--- config.mk ---
export PLATFORM = sky130hd
export DESIGN_NAME = keypad_scanner
export DESIGN_NICKNAME = d
export VERILOG_FILES = /design/src/rtl/keypad_scanner.sv
export SDC_FILE = /design/constraint.sdc
export NUM_CORES = 1
export LEC_CHECK = 0
export BUFFER_PORTS_ARGS = -buffer_cell sky130_fd_sc_hd__buf_2
export CORE_UTILIZATION = 45
export CTS_CLUSTER_SIZE = 8
export DETAILED_ROUTE_END_ITERATION = 8
export GPL_TIMING_DRIVEN = 0
export HOLD_SLACK_MARGIN = 0.15
export PLACE_DENSITY = 0.69
export SETUP_SLACK_MARGIN = 0.2
export SLEW_MARGIN = 20
export SYNTH_ARGS = -nofsm -noshare
export SYNTH_HDL_FRONTEND = slang
export SYNTH_SLANG_ARGS = --single-unit
--- constraint.sdc ---
create_clock -name clk -period 4.3 [get_ports clk]
set_input_delay 0.43 -clock clk [delete_from_list [all_inputs] [get_ports clk]]
set_output_delay 0.43 -clock clk [all_outputs]
set_load 0.005 [all_outputs]
--- src/rtl/keypad_scanner.sv ---
// Matrix keypad scanner: column-at-a-time drive, per-key frame debounce,
// debounced key bitmap and a single-cycle event for the lowest newly pressed key.
module keypad_scanner #(
    parameter int ROWS           = 4,
    parameter int COLS           = 4,
    parameter int SCAN_CYCLES    = 100000,
    parameter int SETTLE_CYCLES  = 8,
    parameter int DEBOUNCE_SCANS = 4,
    parameter int HEX_MAP        = 1,
    localparam int KEYS          = ROWS * COLS,
    localparam int CODE_W        = ($clog2(KEYS) > 4) ? $clog2(KEYS) : 4
) (
    input  logic              clk,
    input  logic              rst,
    input  logic [ROWS-1:0]   row,
    output logic [COLS-1:0]   col,
    output logic [KEYS-1:0]   key_state,
    output logic              key_down,
    output logic              key_valid,
    output logic [CODE_W-1:0] key_code
);
    localparam int CNT_W = $clog2(SCAN_CYCLES);
    localparam int COL_W = $clog2(COLS);
    localparam int DEB_W = $clog2(DEBOUNCE_SCANS + 1);
    localparam int IDX_W = $clog2(KEYS);
    localparam logic [COLS-1:0]  MSB_ONE  = {1'b1, {(COLS-1){1'b0}}};
    localparam logic [COL_W-1:0] LAST_COL = COL_W'(COLS - 1);
    localparam logic [DEB_W-1:0] DEB_LAST = DEB_W'(DEBOUNCE_SCANS - 1);

    typedef enum logic [2:0] {DRIVE, SETTLE, SAMPLE, HOLD, UPDATE} state_t;

    state_t           state;
    logic [CNT_W-1:0] cnt;
    logic [COL_W-1:0] col_idx;
    logic [ROWS-1:0]  row_meta;
    logic [ROWS-1:0]  row_sync;
    logic [KEYS-1:0]  raw;
    logic [DEB_W-1:0] deb_cnt  [KEYS];
    logic [DEB_W-1:0] deb_next [KEYS];
    logic [KEYS-1:0]  state_next;
    logic [KEYS-1:0]  rose;
    logic [IDX_W-1:0] first_idx;

    function automatic logic [CODE_W-1:0] code_of(input logic [IDX_W-1:0] k);
        logic [CODE_W-1:0] code;
        code = CODE_W'(k);
        if (HEX_MAP != 0) begin
            case (int'(k))
                0:  code = CODE_W'(4'h1);
                1:  code = CODE_W'(4'h2);
                2:  code = CODE_W'(4'h3);
                3:  code = CODE_W'(4'hA);
                4:  code = CODE_W'(4'h4);
                5:  code = CODE_W'(4'h5);
                6:  code = CODE_W'(4'h6);
                7:  code = CODE_W'(4'hB);
                8:  code = CODE_W'(4'h7);
                9:  code = CODE_W'(4'h8);
                10: code = CODE_W'(4'h9);
                11: code = CODE_W'(4'hC);
                12: code = CODE_W'(4'h0);
                13: code = CODE_W'(4'hF);
                14: code = CODE_W'(4'hE);
                15: code = CODE_W'(4'hD);
                default: code = CODE_W'(k);
            endcase
        end
        return code;
    endfunction

    always_ff @(posedge clk or posedge rst) begin
        if (rst) begin
            row_meta <= '1;
            row_sync <= '1;
        end else begin
            row_meta <= row;
            row_sync <= row_meta;
        end
    end

    // A key toggles on the frame where its disagreement count reaches DEBOUNCE_SCANS.
    genvar gi;
    generate
        for (gi = 0; gi < KEYS; gi++) begin : g_deb
            assign state_next[gi] = (raw[gi] != key_state[gi] && deb_cnt[gi] == DEB_LAST)
                                    ? raw[gi] : key_state[gi];
            assign deb_next[gi]   = (raw[gi] == key_state[gi] || deb_cnt[gi] == DEB_LAST)
                                    ? '0 : deb_cnt[gi] + 1'b1;
        end
    endgenerate

    assign rose = state_next & ~key_state;

    always_comb begin
        first_idx = '0;
        for (int k = KEYS - 1; k >= 0; k--) begin
            if (rose[k]) first_idx = IDX_W'(k);
        end
    end

    // The last column's final held cycle doubles as UPDATE, so every column stays
    // driven for exactly SCAN_CYCLES and col is released only during DRIVE.
    always_ff @(posedge clk or posedge rst) begin
        if (rst) begin
            state     <= DRIVE;
            cnt       <= '0;
            col_idx   <= '0;
            col       <= '1;
            raw       <= '0;
            key_state <= '0;
            key_down  <= 1'b0;
            key_valid <= 1'b0;
            key_code  <= '0;
            for (int k = 0; k < KEYS; k++) deb_cnt[k] <= '0;
        end else begin
            key_valid <= 1'b0;
            key_down  <= |key_state;
            case (state)
                DRIVE: begin
                    col   <= ~(MSB_ONE >> col_idx);
                    cnt   <= '0;
                    state <= SETTLE;
                end
                SETTLE: begin
                    cnt <= cnt + 1'b1;
                    if (cnt == CNT_W'(SETTLE_CYCLES - 1)) state <= SAMPLE;
                end
                SAMPLE: begin
                    for (int r = 0; r < ROWS; r++) begin
                        for (int c = 0; c < COLS; c++) begin
                            if (col_idx == COL_W'(c)) raw[r*COLS+c] <= ~row_sync[ROWS-1-r];
                        end
                    end
                    cnt   <= cnt + 1'b1;
                    state <= HOLD;
                end
                HOLD: begin
                    if (col_idx == LAST_COL) begin
                        if (cnt >= CNT_W'(SCAN_CYCLES - 2)) state <= UPDATE;
                        else cnt <= cnt + 1'b1;
                    end else if (cnt >= CNT_W'(SCAN_CYCLES - 1)) begin
                        col     <= '1;
                        col_idx <= col_idx + 1'b1;
                        state   <= DRIVE;
                    end else begin
                        cnt <= cnt + 1'b1;
                    end
                end
                UPDATE: begin
                    col       <= '1;
                    col_idx   <= '0;
                    state     <= DRIVE;
                    key_state <= state_next;
                    for (int k = 0; k < KEYS; k++) deb_cnt[k] <= deb_next[k];
                    if (|rose) begin
                        key_valid <= 1'b1;
                        key_code  <= code_of(first_idx);
                    end
                end
                default: state <= DRIVE;
            endcase
        end
    end
endmodule

==> results.ini, run 1 <==
[drt]
first_iter_violations = 350
totalWireLength_um = 15400
vias = 5062
post_drt_wl_per_cell_um = 17.7
antenna_left = 0
dr.pass1.iters = 5
route.detailed.drc = 0
avgViaCountPerCell = 5.81

[floorplan]
die_x_um = 120
rows = 42
io_pins = 32
start_util_pct = 46.8
die_h_um = 120
dieArea_mm2 = 0.0145
coreArea_mm2 = 0.0135

[power]
ir_drop_mv = 0.455
p_total_uw = 2630
power_per_cell_area_mw_per_mm2 = 357
p_leak_uw = 0.00355

[place]
gp_congestion = 0.911
dp.cells = 835
pre_cts_ws_ns = 1.17
dp_hpwl_um = 10600
numPortBuffers = 31

[timing]
finalHoldViolCount = 0
max_freq_ghz = 0.312
worst_slack_ns = 1.10
rsz0062_at_grt = no
finalCriticalPeriod_ns = 3.20
drv_slew = 0
finalSetupViolations = 0
post-route-period-util_pct = 74.5
worstMarginPinSlew_ns = 1.07
slew_headroom_pct = 28.0
fin_setup_tns_ns = 0
clock_skew_ns = 0.00727

[synthesis]
synth_fp_nets = 675
synthCells = 627
yosysSeqAreaShare_pct = 48.0
synth_seq_cells = 120
avgSynthCellArea_um2 = 10.0
synthDistinctLibCells = 56
synth-edff-count = 0
ys.flop_type = dfrtp_1
yosys_warnings = 0
synthArstFlopShare_pct = 100
synth_area_mm2 = 0.00629

[run]
cap_violations = 0

[grt]
grt_usage_pct = 23.0
grt_pass1_vias = 5068
grt_pass1_wl_um = 25500
grt_remaining_overflow = 0
grt_max_degree = 67
antenna_found_initial = 0

[worst_setup_path]
cp.arrival_ns = 3.54
worst_setup_path_end_kind = flip-flop
crit_type = reg2reg
start_kind = flip-flop
rrSetupSlack_ns = 1.10
critPathRequiredTime_ns = 4.63
reg2reg_depth = 7
r2r_start = state[2]
worstPathMaxFanout = 10
reg2reg_to = deb_cnt[19]

[clock_network]
cts_tree = built
clk_pin_slew_ns = 0.06
cts.sinks = 120
clk_latency_ns = 0.42
cts_root_buffer = clkbuf_16
numCtsBuffers = 17
htree_levels = 4
cts_buffer_depth = 2

[min_path]
hold_class = reg2reg
hold_start = row_meta[3]
hold_depth = 0
min_delay_worst_endpoint = row_sync[3]

[cells_and_area]
fin_nets = 731
syn_to_final_growth_pct = 16.9
n_fill_cell = 1207
final_layout_size_suffix_gt1_share_pct = 14.7
fin_util_pct = 54.7
final_cells = 872
diodes = 0

[outcome]
outcome = completed

==> synthesized netlist by cell type (3+ instances only) <==
master / number / share of area, %
or3_1: 17 / 1.7
nor3_1: 23 / 1.8
a21o_1: 17 / 2.0
a31oi_1: 6 / 0.60
dfstp_2: 12 / 5.0
clkbuf_1: 23 / 1.4
mux2_2: 6 / 1.1
o211ai_1: 4 / 0.48
xor2_1: 15 / 2.1
o21bai_1: 3 / 0.36
o31ai_1: 15 / 1.8
inv_1: 26 / 1.6
ha_1: 42 / 8.3
o31ai_2: 6 / 1.2
a221oi_1: 3 / 0.42
nor2_1: 24 / 1.4
o21ai_0: 46 / 3.7
a21oi_1: 23 / 1.8
dfrtp_1: 108 / 43
and3b_1: 5 / 0.70
nand2_1: 72 / 4.3
mux2_1: 11 / 2.0
o21ai_1: 13 / 1.0
nand4_1: 6 / 0.60
nor4_1: 5 / 0.50
nor2b_1: 9 / 0.89
nand3_1: 14 / 1.1
nand3b_1: 14 / 1.7
and2_1: 5 / 0.50
nand2b_1: 19 / 1.9
and3_1: 8 / 0.80
==> worst max-delay path by stage <==
| stage | start | slack, ns | to | depth (start not counted) |
|---|---|---|---|---|
| floorplan | rst | 0.70 | cnt[0] | 1 |
| global placement | rst | -0.60 | deb_cnt[12] | 2 |
| detailed placement | state[2] | 1.17 | deb_cnt[19] | 7 |
| CTS | state[2] | 1.16 | deb_cnt[19] | 7 |
| global route | state[2] | 0.90 | deb_cnt[19] | 7 |
| finish | state[2] | 1.10 | deb_cnt[19] | 7 |
==> repair_timing <==
item                                    4_1_cts  5_1_grt
hold endpoints to repair                     46        0
endpoints found under the setup margin        0        0
setup buffers                                 0        0
resized for setup                             0        0
hold buffers                                  5        0
==> layout by cell type, fill, tap and decap left out, types with 17 or more instances in the layout <==
| master | count |
|---|---|
| a21o_1 | 17 |
| nand2b_1 | 19 |
| clkbuf_1 | 23 |
| a21oi_1 | 23 |
| buf_2 | 32 |
| ha_1 | 42 |
| nor3_1 | 23 |
| inv_1 | 25 |
| nor2_1 | 24 |
| clkbuf_16 | 17 |
| o21ai_0 | 46 |
| or3_1 | 17 |
| dfrtp_1 | 108 |
| nand2_1 | 72 |
==> layer usage <==
metal	part of all wire [%]	wire length (um)	global-route usage [%]	vias up
li1	-	-	-	2349
met1	45	6970	30.2	2520
met2	47	7260	36.2	160
met3	5.4	827	5.00	33
met4	2.2	340	10.6	0
met5	0	0	0	-
==> critical path, cell delays in order, from the launching register on <==
cell and delay [ns]:
dfrtp_1 0.32, clkbuf_1 0.36, inv_2 0.06, nor3_1 0.87, clkbuf_1 0.63, clkbuf_1 0.59
nand2_1 0.10, o21ai_0 0.18
==> registers in the layout (all words and copies together) (netlist names), 3 cells and up <==
register   flops
cnt           17
col            4
deb_cnt       48
key_code       4
key_state     16
raw           16
row_meta       4
row_sync       4
state          3
==> power by group <==
part | switching (uW) | internal [uW] | leakage [uW]
logic | 26.3 | 9.75 | 0.00166
registers | 6.23 | 1140 | 0.00161
clock network | 535 | 910 | 0.000285
total | 568 | 2060 | 0.00355
==> area by class of cell <==
| cell class | instances | area (um^2) | share of cell area, % |
|---|---|---|---|
| plain buffers | 26 | 114 | 1.55 |
| clock buffers | 17 | 425 | 5.78 |
| clock inverters | 15 | 179 | 2.43 |
| inverters | 27 | 106 | 1.45 |
| multi-input cells | 454 | 3060 | 41.6 |
| flip-flops and latches | 120 | 3020 | 41.0 |
| well taps | 176 | 220 | 2.99 |
| repair buffers | 37 | 233 | 3.16 |
==> cells by family (layout without fill, tap and decap cells) <==
logic type	Yosys count	count (layout)	synth area share, %
buffers and inverters	53	122	3.42
DFF	120	120	48.0
muxes	18	18	3.20
adders and majority gates	42	42	8.35
xor gates and xnor gates	16	16	2.23
AOI/OAI and AO/OA	153	153	16.3
and+or+nand+nor	225	225	18.6
==> through the flow <==
stage	hold WS, ns	instance area, um^2
after floorplan	0.345	6290
after global placement	0.346	6670
after detailed placement	0.347	6700
after CTS	0.356	7360
after global routing	0.357	7360
final	0.355	7360
Power figures use the tool's default switching activity.
==> run 2, diff against run 1 <==
ABC_AREA = 1   (was default)
clock period = 3.07 ns   (was 4.3 ns; I/O delays follow)
==> run 2 against run 1 <==
  * Die area fell by 1.3%
  * Sequential power grew 39%
  * Combinational power rose by 61%
  * Cell area down 0.48%
  * Synthesized cell count grew 16%
  * Area after synthesis decreased by 1.3%
  * Routed wire length shrank 5.9%
  * Largest cell class is now sequential cells
  * Worst setup slack got worse by 0.68 ns
  * First-iteration DRC count rose by 4.3%
==> results.ini, run 2 <==
[cells_and_area]
final_cell_mix = 200 x nand2_1, 108 x dfrtp_1, 66 x inv_1
regMostFlops = deb_cnt
area.sequential_mm2 = 0.00302
finalInstanceArea_mm2 = 0.00732
multi_input_area_mm2 = 0.00287
diodes = 0
final_layout_size_suffix_gt1_share_pct = 12.7
n_fill_cell = 1201
fin_util_pct = 54.8
reg_top3 = deb_cnt x48, cnt x17
final_cells = 973
syn_to_final_growth_pct = 17.8
fin_nets = 832
final_common_cell = nand2_1
largest_reg_flops = 48

[synthesis]
synthDistinctLibCells = 46
netlist_top_cells_count = 202 x nand2_1, 108 x dfrtp_1, 67 x inv_1
synth_top_cells_by_area = dfrtp_1 44%, nand2_1 12%, ha_1 8.5%
synth_fp_nets = 773
synthArstFlopShare_pct = 100
avgSynthCellArea_um2 = 8.57
ys.flop_type = dfrtp_1
synth-edff-count = 0
yosys_warnings = 0
yosysMostFrequentCell = nand2_1
synth_seq_cells = 120
synth_top_area_cell = dfrtp_1
yosysTopAreaCellShare_pct = 43.5
synth_area_mm2 = 0.00621
yosysSeqAreaShare_pct = 48.6
synthCells = 725

[place]
placed_area_mm2 = 0.00668
numPortBuffers = 31
dp.cells = 936
gp_congestion = 0.966
dp_hpwl_um = 10600

[worst_setup_path]
crit_type = reg2reg
r2r_start = deb_cnt[0]
start_kind = flip-flop
crit_top_cell = nand2_1
worstPathCellList = ha_1 > ha_2 > nand2_2 > nor2_1 > nand2_1 > nand2_1 > nand2_1 > nand2_1 > nand2_1 > nand2_1 > nand2_1 > nand2_1 > nand2_1 > nand2_1 > nand2_1 > nand2_1 > nand2_1 > nand2_1 > nand2_2 > inv_1 > ha_1 > a21oi_2 > o21ai_0 > a21oi_1
worst_setup_path_end_kind = flip-flop
critPathRequiredTime_ns = 3.41
reg2reg_depth = 24
worstPathMaxFanout = 3
rrSetupSlack_ns = 0.42
cp.arrival_ns = 3.00
reg2reg_to = key_code[2]
cp_slowest_cell = dfrtp_1
startpoint = deb_cnt[0]
max_stage_delay_ns = 0.40

[clock_network]
clk_pin_slew_ns = 0.05
cts_tree = built
htree_levels = 4
cts_buffer_depth = 2
cts.sinks = 120
numCtsBuffers = 17
clk_latency_ns = 0.42
cts_root_buffer = clkbuf_16
post_cts_buffers = 0

[floorplan]
die_x_um = 119
die_h_um = 119
io_pins = 32
coreArea_mm2 = 0.0133
start_util_pct = 46.5
rows = 42
dieArea_mm2 = 0.0143

[timing]
post-route-period-util_pct = 86.5
finalCriticalPeriod_ns = 2.65
finalHoldViolCount = 0
slew_headroom_pct = 51.5
fin_setup_tns_ns = 0
rsz0062_at_grt = no
finalSetupViolations = 0
drv_slew = 0
clock_skew_ns = 0.00605
worstMarginPinSlew_ns = 0.728
max_freq_ghz = 0.377

[min_path]
hold_start = row_meta[3]
hold_class = reg2reg
hold_depth = 0
min_delay_worst_endpoint = row_sync[3]

[drt]
route.detailed.drc = 0
antenna_left = 0
avgViaCountPerCell = 5.30
vias = 5158
dr.pass1.iters = 5
totalWireLength_um = 14500
post_drt_wl_per_cell_um = 14.9
first_iter_violations = 365

[grt]
grt_remaining_overflow = 0
antenna_found_initial = 0
grt_max_degree = 35
grt_pass1_vias = 5011
grt_pass1_wl_um = 23900
grt_usage_pct = 21.8

[power]
power_per_cell_area_mw_per_mm2 = 489
ir_drop_mv = 0.351
p_leak_uw = 0.00351

[run]
cap_violations = 0

[outcome]
outcome = completed

-- run 2: metrics by stage --
| step | hold slack (ns) | setup slack [ns] | total power (uW) |
|---|---|---|---|
| 2_1_floorplan | 0.311 | 0.727 | 1660 |
| 3_3_place_gp | 0.346 | 0.462 | 1670 |
| 3_5_place_dp | 0.343 | 0.371 | 1690 |
| 4_1_cts | 0.354 | 0.342 | 3610 |
| 5_1_grt | 0.358 | 0.194 | 3690 |
| 6_report | 0.353 | 0.416 | 3580 |
-- run 2: where the power goes --
part           total [uW]  leakage [uW]  internal [uW]  switching (uW)
logic                58.2       0.00162           20.5            37.6
clock network        1910      0.000285           1230             680
registers            1600       0.00161           1600            7.66
total                3580       0.00351           2850             726
-- run 2: final cells by class --
class                   count  area share [%]
flip-flops and latches    120            41.2
multi-input cells         521            39.2
clock buffers              25            7.04
repair buffers             40            4.00
inverters                  70            3.67
well taps                 176            3.01
plain buffers              14           0.991
clock inverters             7           0.889
-- run 2: kinds of logic after synthesis --
| group | Yosys count | share of synthesized area [%] |
|---|---|---|
| DFF | 120 | 48.6 |
| and+or+nand+nor | 351 | 24.7 |
| adders and majority gates | 42 | 8.46 |
| AOI/OAI and AO/OA | 117 | 11.2 |
| xor gates and xnor gates | 11 | 1.55 |
| buffers and inverters | 84 | 5.44 |
-- run 2: how the worst max path moves through the flow --
| stage | to | slack, ns |
|---|---|---|
| after detailed placement | key_code[2] | 0.37 |
| after global placement | key_code[2] | 0.46 |
| after floorplan | key_code[2] | 0.73 |
| after global routing | key_code[2] | 0.19 |
| final | key_code[2] | 0.42 |
| after CTS | key_code[2] | 0.34 |
-- run 2: layer usage --
layer,GRT usage [%],wire length (um),vias to the layer above
met5,0,0,-
met4,9.61,342,0
met3,5.51,712,29
met2,36.1,7000,127
met1,26.8,6430,2464
li1,-,-,2538
-- run 2: what timing repair did --
action,CTS,global route
hold buffers,5,0
hold endpoints to repair,17,0
setup endpoints to repair,0,2
resized for setup,0,4
-- run 2: worst max-delay path: cells and delay by family (launching register included) --
kind,cells,cell delay [ns]
compound gates,3,0.37
simple gates,17,1.01
fa+ha+maj,3,0.74
flops,1,0.40
buf+inv,1,0.07
==> run 3, diff against run 2 <==
BUFFER_PORTS_ARGS = default   (was -buffer_cell sky130_fd_sc_hd__buf_2)
DONT_BUFFER_PORTS = 1   (was default)
PLACE_DENSITY = 0.67   (was 0.69)
SKIP_CTS_REPAIR_TIMING = 1   (was default)
==> run 3 against run 2 <==
  * Clock-buffer cell count fell by 2
  * Critical path type unchanged
  * Maximum frequency rose by 1.9%
  * Clock skew barely moved
  * Cell area fell by 2.5%
  * Power rose by 0.47%
  * Sequential power barely moved
  * Critical endpoint unchanged
==> results.ini, run 3 (same netlist as run 2, synthesis figures left out) <==
[drt]
avgViaCountPerCell = 5.39
antenna_left = 0
vias = 5076
post_drt_wl_per_cell_um = 15.5
totalWireLength_um = 14600
route.detailed.drc = 0
first_iter_violations = 358
dr.pass1.iters = 5

[clock_network]
cts.sinks = 120
numCtsBuffers = 17
clk_pin_slew_ns = 0.05
htree_levels = 4
clk_latency_ns = 0.42
cts_buffer_depth = 2
cts_root_buffer = clkbuf_16
cts_tree = built

[worst_setup_path]
worst_setup_path_end_kind = flip-flop
cp.arrival_ns = 2.95
critPathRequiredTime_ns = 3.42
start_kind = flip-flop
crit_type = reg2reg
worstPathMaxFanout = 3

[floorplan]
die_x_um = 119
start_util_pct = 46.5
dieArea_mm2 = 0.0143
die_h_um = 119
rows = 42
coreArea_mm2 = 0.0133
io_pins = 32

[timing]
fin_setup_tns_ns = 0
finalHoldViolCount = 0
whs_ns = 0.354
slew_headroom_pct = 52.5
finalCriticalPeriod_ns = 2.60
worstMarginPinSlew_ns = 0.713
finalSetupViolations = 0
clock_skew_ns = 0.00644
post-route-period-util_pct = 84.8
rsz0062_at_grt = no
max_freq_ghz = 0.384
drv_slew = 0

[grt]
grt_max_degree = 35
grt_usage_pct = 21.9
grt_pass1_vias = 4942
grt_remaining_overflow = 0
antenna_found_initial = 0
grt_pass1_wl_um = 24100

[power]
clkPwrFrac_pct = 54.0
p_leak_uw = 0.00335
seqPwrFrac_pct = 44.6
intPower_uw = 2860
ir_drop_mv = 0.369
power_per_cell_area_mw_per_mm2 = 503
comb_power_share_pct = 1.4
p_total_uw = 3590
switching_share_pct = 20.4
switchingPower_uw = 734

[place]
numPortBuffers = 0
dp_hpwl_um = 10400
gp_congestion = 0.893
dp.cells = 904

[cells_and_area]
fin_nets = 801
fin_util_pct = 53.5
largest_reg_flops = 48
final_cell_mix = 200 x nand2_1, 108 x dfrtp_1, 66 x inv_1
diodes = 0
final_common_cell = nand2_1
syn_to_final_growth_pct = 14.9
reg_top3 = deb_cnt x48, cnt x17
n_fill_cell = 1203
final_cells = 942
regMostFlops = deb_cnt
final_layout_size_suffix_gt1_share_pct = 9.01

[min_path]
hold_class = reg2reg

[run]
cap_violations = 0

[outcome]
outcome = completed

-- run 3: cell count changes in the layout (fill, tap and decap cells not counted) --
cell / change
a21oi_1: +1
a21oi_2: -1
buf_16: -1
buf_2: -31
buf_4: +1
bufinv_16: +1
clkbuf_1: +1
clkbuf_8: -3
clkinv_2: +2
clkinv_4: +1
clkinvlp_4: -2
ha_1: -1
ha_2: +1
-- run 3: routing by layer --
metal | track usage, % | wire length (um)
met3 | 4.80 | 725
met5 | 0 | 0
met2 | 36.3 | 7100
met1 | 26.6 | 6340
met4 | 11.5 | 420
-- run 3: critical path, stage by stage, from the launching register on --
cell     delay [ns]
dfrtp_1        0.38
ha_1           0.21
ha_2           0.20
nand2_2        0.08
nor2_1         0.04
nand2_1        0.07
nand2_1        0.05
nand2_1        0.05
nand2_1        0.04
nand2_1        0.06
nand2_1        0.05
nand2_1        0.07
nand2_1        0.05
nand2_1        0.06
nand2_1        0.05
nand2_1        0.06
nand2_1        0.05
nand2_1        0.07
nand2_1        0.08
nand2_2        0.09
inv_1          0.07
ha_1           0.31
a21oi_1        0.13
o21ai_0        0.10
a21oi_1        0.13
-- run 3: cell type report --
| cell class | count | area, um^2 | area share (%) |
|---|---|---|---|
| Inverter | 70 | 269 | 3.77 |
| Buffer | 14 | 72.6 | 1.02 |
| Clock buffer | 23 | 478 | 6.69 |
| Tap cell | 176 | 220 | 3.08 |
| Sequential cell | 120 | 3020 | 42.3 |
| Clock inverter | 9 | 98.8 | 1.38 |
| Timing Repair Buffer | 9 | 118 | 1.65 |
| Multi-Input combinational cell | 521 | 2870 | 40.1 |
-- run 3: per-stage QoR --
stage	area, um^2	setup slack [ns]
3_5_place_dp	6500	0.408
2_1_floorplan	6220	0.727
6_report	7140	0.466
5_1_grt	7140	0.205
4_1_cts	7070	0.382
3_3_place_gp	6440	0.466
-- run 3: power groups by stage --
stage | clock network, uW | registers, uW | logic (uW)
floorplan | 0 | 1630 | 28.0
global placement | 0 | 1630 | 36.7
detailed placement | 0 | 1630 | 47.9
CTS | 1970 | 1600 | 48.2
global route | 2030 | 1600 | 59.2
finish | 1940 | 1600 | 50.8
-- run 3: worst paths after layout --
path                        startpoint          end  slack, ns  cells after the start
min in group asynchronous          rst  key_code[2]       0.46                      2
max in group asynchronous          rst  row_meta[1]       1.74                      4
hold / removal             row_meta[1]  row_sync[1]       0.35                      0
setup / recovery            deb_cnt[0]  key_code[2]       0.47                     24
setup reg to reg            deb_cnt[0]  key_code[2]       0.47                     24
hold reg to reg            row_meta[1]  row_sync[1]       0.35                      0
